<file path="src/rtl/shift_chain_ctrl_if.sv">
// Bundle between a word producer / serial consumer and shift_chain_ctrl.
//
// Handshake: the producer raises start with data_in/msb_first valid; the
// controller accepts on the first rising edge where it is idle (busy = 0)
// and start = 1. busy then stays high until the end of the done cycle.
// start seen while busy is dropped, never queued, so a producer that holds
// start high simply gets its next word accepted on the edge after done.
//
// Signals:
//   start      producer -> ctrl  request to serialize data_in
//   data_in    producer -> ctrl  parallel word, sampled on the accepting edge
//   msb_first  producer -> ctrl  bit order, sampled with data_in
//   ser_out    ctrl -> consumer  chain output stage
//   bit_tick   ctrl -> consumer  shift enable, last cycle of each bit period
//   busy       ctrl -> producer  word in flight (accept edge through done)
//   done       ctrl -> producer  one-cycle pulse after the last bit period
interface shift_chain_ctrl_if #(
  parameter int WIDTH = 8
);
  logic             start;
  logic [WIDTH-1:0] data_in;
  logic             msb_first;
  logic             ser_out;
  logic             bit_tick;
  logic             busy;
  logic             done;

  modport master (
    output start, data_in, msb_first,
    input  ser_out, bit_tick, busy, done
  );

  modport slave (
    input  start, data_in, msb_first,
    output ser_out, bit_tick, busy, done
  );
endinterface

</file>
<file path="src/rtl/shift_chain_ctrl.sv">
// Sequencer for a parallel-in/serial-out chain of clock-enabled DFFs.
// A start in IDLE loads the word (bit-reversed for LSB-first so the first
// bit always sits in the output stage), then a prescaler produces one
// bit_tick every DIV cycles; each tick shifts the chain toward the output.
// After WIDTH ticks a single DONE cycle reports completion.
//
// Ports:
//   clk        system clock, rising edge
//   reset_n    asynchronous active-low reset
//   bus        shift_chain_ctrl_if slave side (start/data_in/msb_first in,
//              ser_out/bit_tick/busy/done out)
//   state_dbg  current FSM state (0 IDLE, 1 SHIFT, 2 DONE)
//   order_dbg  latched bit order of the word in flight
module shift_chain_ctrl #(
  parameter int WIDTH = 8,
  parameter int DIV   = 4
) (
  input  logic                 clk,
  input  logic                 reset_n,
  shift_chain_ctrl_if.slave    bus,
  output logic [1:0]           state_dbg,
  output logic                 order_dbg
);

  localparam int PW = ($clog2(DIV + 1) < 1) ? 1 : $clog2(DIV + 1);
  localparam int CW = $clog2(WIDTH + 1);
  localparam logic [PW-1:0] PRESC_LAST = PW'(DIV - 1);
  localparam logic [CW-1:0] CNT_LAST   = CW'(WIDTH - 1);

  typedef enum logic [1:0] {
    S_IDLE  = 2'd0,
    S_SHIFT = 2'd1,
    S_DONE  = 2'd2
  } state_t;

  state_t           state;
  logic [WIDTH-1:0] chain;
  logic [WIDTH-1:0] load_word;
  logic [PW-1:0]    presc;
  logic [CW-1:0]    bit_cnt;
  logic             busy_q;
  logic             done_q;
  logic             msb_q;
  logic             tick;

  // LSB-first words are reversed at load time so the shift direction
  // never changes.
  always_comb begin
    load_word = bus.data_in;
    if (!bus.msb_first) begin
      for (int i = 0; i < WIDTH; i++) begin
        load_word[i] = bus.data_in[WIDTH-1-i];
      end
    end
  end

  assign tick = (state == S_SHIFT) && (presc == PRESC_LAST);

  always_ff @(posedge clk or negedge reset_n) begin
    if (!reset_n) begin
      state   <= S_IDLE;
      chain   <= '0;
      presc   <= '0;
      bit_cnt <= '0;
      busy_q  <= 1'b0;
      done_q  <= 1'b0;
      msb_q   <= 1'b0;
    end else begin
      case (state)
        S_IDLE: begin
          if (bus.start) begin
            chain   <= load_word;
            msb_q   <= bus.msb_first;
            presc   <= '0;
            bit_cnt <= '0;
            busy_q  <= 1'b1;
            state   <= S_SHIFT;
          end
        end
        S_SHIFT: begin
          if (tick) begin
            presc   <= '0;
            chain   <= {chain[WIDTH-2:0], 1'b0};
            bit_cnt <= bit_cnt + CW'(1);
            // bit_cnt counts ticks already taken; this is the WIDTH-th.
            if (bit_cnt == CNT_LAST) begin
              state  <= S_DONE;
              done_q <= 1'b1;
            end
          end else begin
            presc <= presc + PW'(1);
          end
        end
        S_DONE: begin
          done_q <= 1'b0;
          busy_q <= 1'b0;
          state  <= S_IDLE;
        end
        default: begin
          state  <= S_IDLE;
          done_q <= 1'b0;
          busy_q <= 1'b0;
        end
      endcase
    end
  end

  // The chain is already empty after the last shift, but gating keeps
  // ser_out at 0 in DONE/IDLE regardless.
  assign bus.ser_out  = (state == S_SHIFT) & chain[WIDTH-1];
  assign bus.bit_tick = tick;
  assign bus.busy     = busy_q;
  assign bus.done     = done_q;
  assign state_dbg    = state;
  assign order_dbg    = msb_q;

endmodule

</file>
<file path="src/flat_wrapper.sv">
// flat-port wrapper written by rule: the top's interface ports become plain ports
module shift_chain_ctrl_flat 
#(
  parameter int WIDTH = 8,
  parameter int DIV   = 4
)
  (clk, reset_n, state_dbg, order_dbg, bus_start, bus_data_in, bus_msb_first, bus_ser_out, bus_bit_tick, bus_busy, bus_done);
  shift_chain_ctrl_if #(.WIDTH(WIDTH)) bus_i ();
  input  logic clk;
  input  logic reset_n;
  output logic [1:0] state_dbg;
  output logic order_dbg;
  input wire logic [$bits(bus_i.start)-1:0] bus_start;
  input wire logic [$bits(bus_i.data_in)-1:0] bus_data_in;
  input wire logic [$bits(bus_i.msb_first)-1:0] bus_msb_first;
  output wire logic [$bits(bus_i.ser_out)-1:0] bus_ser_out;
  output wire logic [$bits(bus_i.bit_tick)-1:0] bus_bit_tick;
  output wire logic [$bits(bus_i.busy)-1:0] bus_busy;
  output wire logic [$bits(bus_i.done)-1:0] bus_done;
  assign bus_i.start = bus_start;
  assign bus_i.data_in = bus_data_in;
  assign bus_i.msb_first = bus_msb_first;
  assign bus_ser_out = bus_i.ser_out;
  assign bus_bit_tick = bus_i.bit_tick;
  assign bus_busy = bus_i.busy;
  assign bus_done = bus_i.done;
  shift_chain_ctrl #(.WIDTH(WIDTH), .DIV(DIV)) u_core (.clk(clk), .reset_n(reset_n), .bus(bus_i), .state_dbg(state_dbg), .order_dbg(order_dbg));
endmodule
</file>
<file path="config.mk">
export PLATFORM = sky130hd
export DESIGN_NAME = shift_chain_ctrl_flat
export DESIGN_NICKNAME = d
export VERILOG_FILES = /design/src/rtl/shift_chain_ctrl_if.sv /design/src/rtl/shift_chain_ctrl.sv /design/src/flat_wrapper.sv
export SDC_FILE = /design/constraint.sdc
export NUM_CORES = 1
export LEC_CHECK = 0
export ABC_CLOCK_PERIOD_IN_PS = 1950
export CORE_ASPECT_RATIO = 0.75
export CORE_MARGIN = 3
export CORE_UTILIZATION = 50
export DETAILED_ROUTE_END_ITERATION = 10
export PLACE_DENSITY = 0.88
export SLEW_MARGIN = 25
export SYNTH_ARGS = -nofsm -noshare
export SYNTH_HDL_FRONTEND = slang
export SYNTH_SLANG_ARGS = --single-unit
</file>
<file path="constraint.sdc">
create_clock -name clk -period 1.95 [get_ports clk]
set_input_delay 0.4875 -clock clk [delete_from_list [all_inputs] [get_ports clk]]
set_output_delay 0.4875 -clock clk [all_outputs]
set_load 0.05 [all_outputs]
</file>
==> results.ini <==
[layout]
cell_count_final_fillers_out = 141
fin_nets = 134
num-fill-cells = 164
area_growth_syn_to_layout_pct = 25.3
layout_commonest_cell = dfrtp_1
n_antenna_cell = 0
drive_above_1_share = 0.218
layout_common_cells = dfrtp_1 (19), clkdlybuf4s50_1 (11), nand3_1 (10), buf_4 (10)

[pwr]
p_per_area_mw_per_mm2 = 1590
p_leak_nw = 0.564
ir_drop_mv = 1.16

[clocking]
cts_post_setup_buffers_inserted = 0
cts_repair_resize_count = 0
maximum_level_of_the_cts_h_tree = 1
cts.clk_slew.worst_paths_ns = 0.12
insertion_delay_ns = 0.32
clock_tree_from_tritoncts = done
largest_buffer_count_on_any_clock_path = 2
postCtsHoldBufs = 0
numClockSinks = 20
clk_root_buffer_cell = clkbuf_4
numCtsBuffers = 3

[synthesis]
synth-seq-cells = 20
synth_top_area_frac = 0.478
synth_area_per_cell_um2 = 10.5
synthesis.yosys.warnings = 0
mappedNetlistArea_mm2 = 0.00105
netlist_instances = 100
share_of_the_yosys_chip_area_belonging_to_registers = 0.478
unique_cell_type_count_in_the_yosys_netlist = 30
mappedNetlistNets = 114
synthTopCellsByArea = dfrtp_1 (48%), mux2_2 (8.6%), mux2i_1 (7.6%)
synthDominantAreaCellType = dfrtp_1

[die]
die-area_mm2 = 0.00269
chipWidth_um = 58.8
die_height_um = 45.6
placementRows = 13
design.portCount = 19
floorplan.initialDensity = 0.565
fp.coreArea_mm2 = 0.00185

[timing]
worst_slew_pin_slew_ns = 0.422
slew_headroom = 0.718
clock.fmax_mhz = 536
fin_worst_hold_slack_ns = 0.492
hold_viol_final = 0
setup_repair_after_global_routing_missed_its_margin = no
timing.final.crit_share = 0.958
slew_violations = 0
final.min_clock_period_ns = 1.87
finalSetupViolCount = 0
clock_skew_ns = 0.0114

[route]
detail_route.drc_violations = 0
routed_wire_length_per_instance_um = 15.4
detailroute.via_count = 804
detail-route-antenna-nets = 0
routed_via_density = 5.70
detail_route.first_pass.iterations = 5
wirelength_um = 2170
first_iter_violations = 16

[global_route]
antenna_found_initial = 0
global_route.overflow_total = 0
grt_usage = 0.194
wire_length_of_the_first_global_routing_pass_um = 3580
grt_max_degree = 21
grt_pass1_vias = 793

[setup_path]
critical_path.max_stage_delay_ns = 0.40
cp.arrival_ns = 1.38
setup.worst_path.end = bus_bit_tick
cp.buffers_inverters = 2
reg2reg_depth = 5
timing.critical_path.max_delay_family = flip-flops
regToRegStartpoint = u_core.presc[0]
worst-setup-path-type = flip-flop to primary output
critPathLaunch = u_core.presc[0]
critPathRequiredTime_ns = 1.46
worstSetupEndpointType = primary output
r2r_end = u_core.chain[3]
worst-path-stages = 4
cp_cell_sequence = ha_1, nand4bb_1, inv_1, buf_12
crit_slowest_cell = dfrtp_1
worstSetupStartpointType = flip-flop
r2r_setup_slack_ns = 0.34
path_max_fanout = 4

[placed_design]
gp_routability_congestion = 0.790
detailed_place_hpwl_um = 1560
place.port_buffers = 18
numPlacedInstances = 137

[worst_hold_path]
min_path_type = input pin to async pin

[run_status]
status = completed

[run]
drv.max_cap_violation_count = 0

how the worst min path moves through the flow:
stage,to,from,slack [ns],cells past startpoint
global route,u_core.bus.done,reset_n,0.48,2
global placement,u_core.order_dbg,u_core.order_dbg,0.47,2
finish,u_core.presc[0],reset_n,0.49,2
detailed placement,u_core.order_dbg,u_core.order_dbg,0.48,2
floorplan,u_core.bit_cnt[0],reset_n,0.19,0
CTS,u_core.bus.done,reset_n,0.49,2
cells by family (layout without fill, tap and decap cells):
family | Yosys count | count (layout) | synth area share
adder cells (fa/ha/maj) | 2 | 2 | 0.0239
flip-flops | 20 | 20 | 0.478
AND/OR/NAND/NOR | 29 | 29 | 0.151
buffers and inverters | 13 | 32 | 0.0645
AO/OA/AOI/OAI | 20 | 20 | 0.121
multiplexers | 16 | 16 | 0.162
flip-flops by register name (all words and copies together) (netlist names):
| register | flops |
|---|---|
| u_core.chain | 8 |
| u_core.bit_cnt | 4 |
| u_core.presc | 3 |
| u_core.state_dbg | 2 |
| u_core.bus.busy | 1 |
| u_core.bus.done | 1 |
| u_core.order_dbg | 1 |
metrics by stage:
step	TNS (ns)	cell area (µm²)	util	power [W]	worst slack (ns)
global route	0	1310	0.708	0.00223	0.0150
floorplan	0	1060	-	0.00145	0.00224
global placement	0	1260	0.679	0.00171	0.0329
finish	0	1310	0.708	0.00209	0.0827
detailed placement	-0.0248	1260	0.679	0.00176	-0.0214
CTS	0	1310	0.708	0.00211	0.0709
power breakdown:
part / switching, W / total [W] / internal [W]
registers: 0.000127 / 0.000710 / 0.000583
clock network: 0.000134 / 0.000342 / 0.000208
logic: 0.000596 / 0.00103 / 0.000437
worst register-to-register path: cells and delay by family, from the launching register on:
family	cells	cell delay (ns)
DFF	1	0.42
and+or+nand+nor	2	0.48
adders and majority gates	1	0.25
buffers and inverters	1	0.20
AOI/OAI and AO/OA	1	0.13
synthesized netlist by cell type:
cell type and instances:
a21oi_1 2, a22o_1 1, a311oi_1 1, a32o_1 2, and2_1 1, and3b_1 1, buf_2 3, buf_6 2
clkbuf_1 3, dfrtp_1 20, ha_1 2, inv_1 5, mux2_2 8, mux2i_1 8, nand2_1 3, nand2b_1 1
nand3_1 10, nand3b_1 1, nand4bb_1 1, nor2_1 6, nor2b_1 1, nor3_1 1, nor3b_1 1, o211ai_1 1
o21ai_0 4, o21ai_1 7, o2bb2ai_1 1, o31ai_1 1, or3_1 1, or3b_1 1
area by class of cell:
class	count	area, µm²	share of cell area
multi-input combinational	67	487	0.371
tap	22	27.5	0.0210
clock buffer	3	22.5	0.0172
clock inverter	1	30.0	0.0229
inverter	5	18.8	0.0143
timing repair buffer	23	225	0.172
sequential	20	502	0.382
metal layers:
layer	global-route usage	part of all wire
met1	0.235	0.47
met2	0.280	0.46
met3	0.0623	0.041
met4	0.167	0.027
met5	0	0
Power figures use the tool's default switching activity.
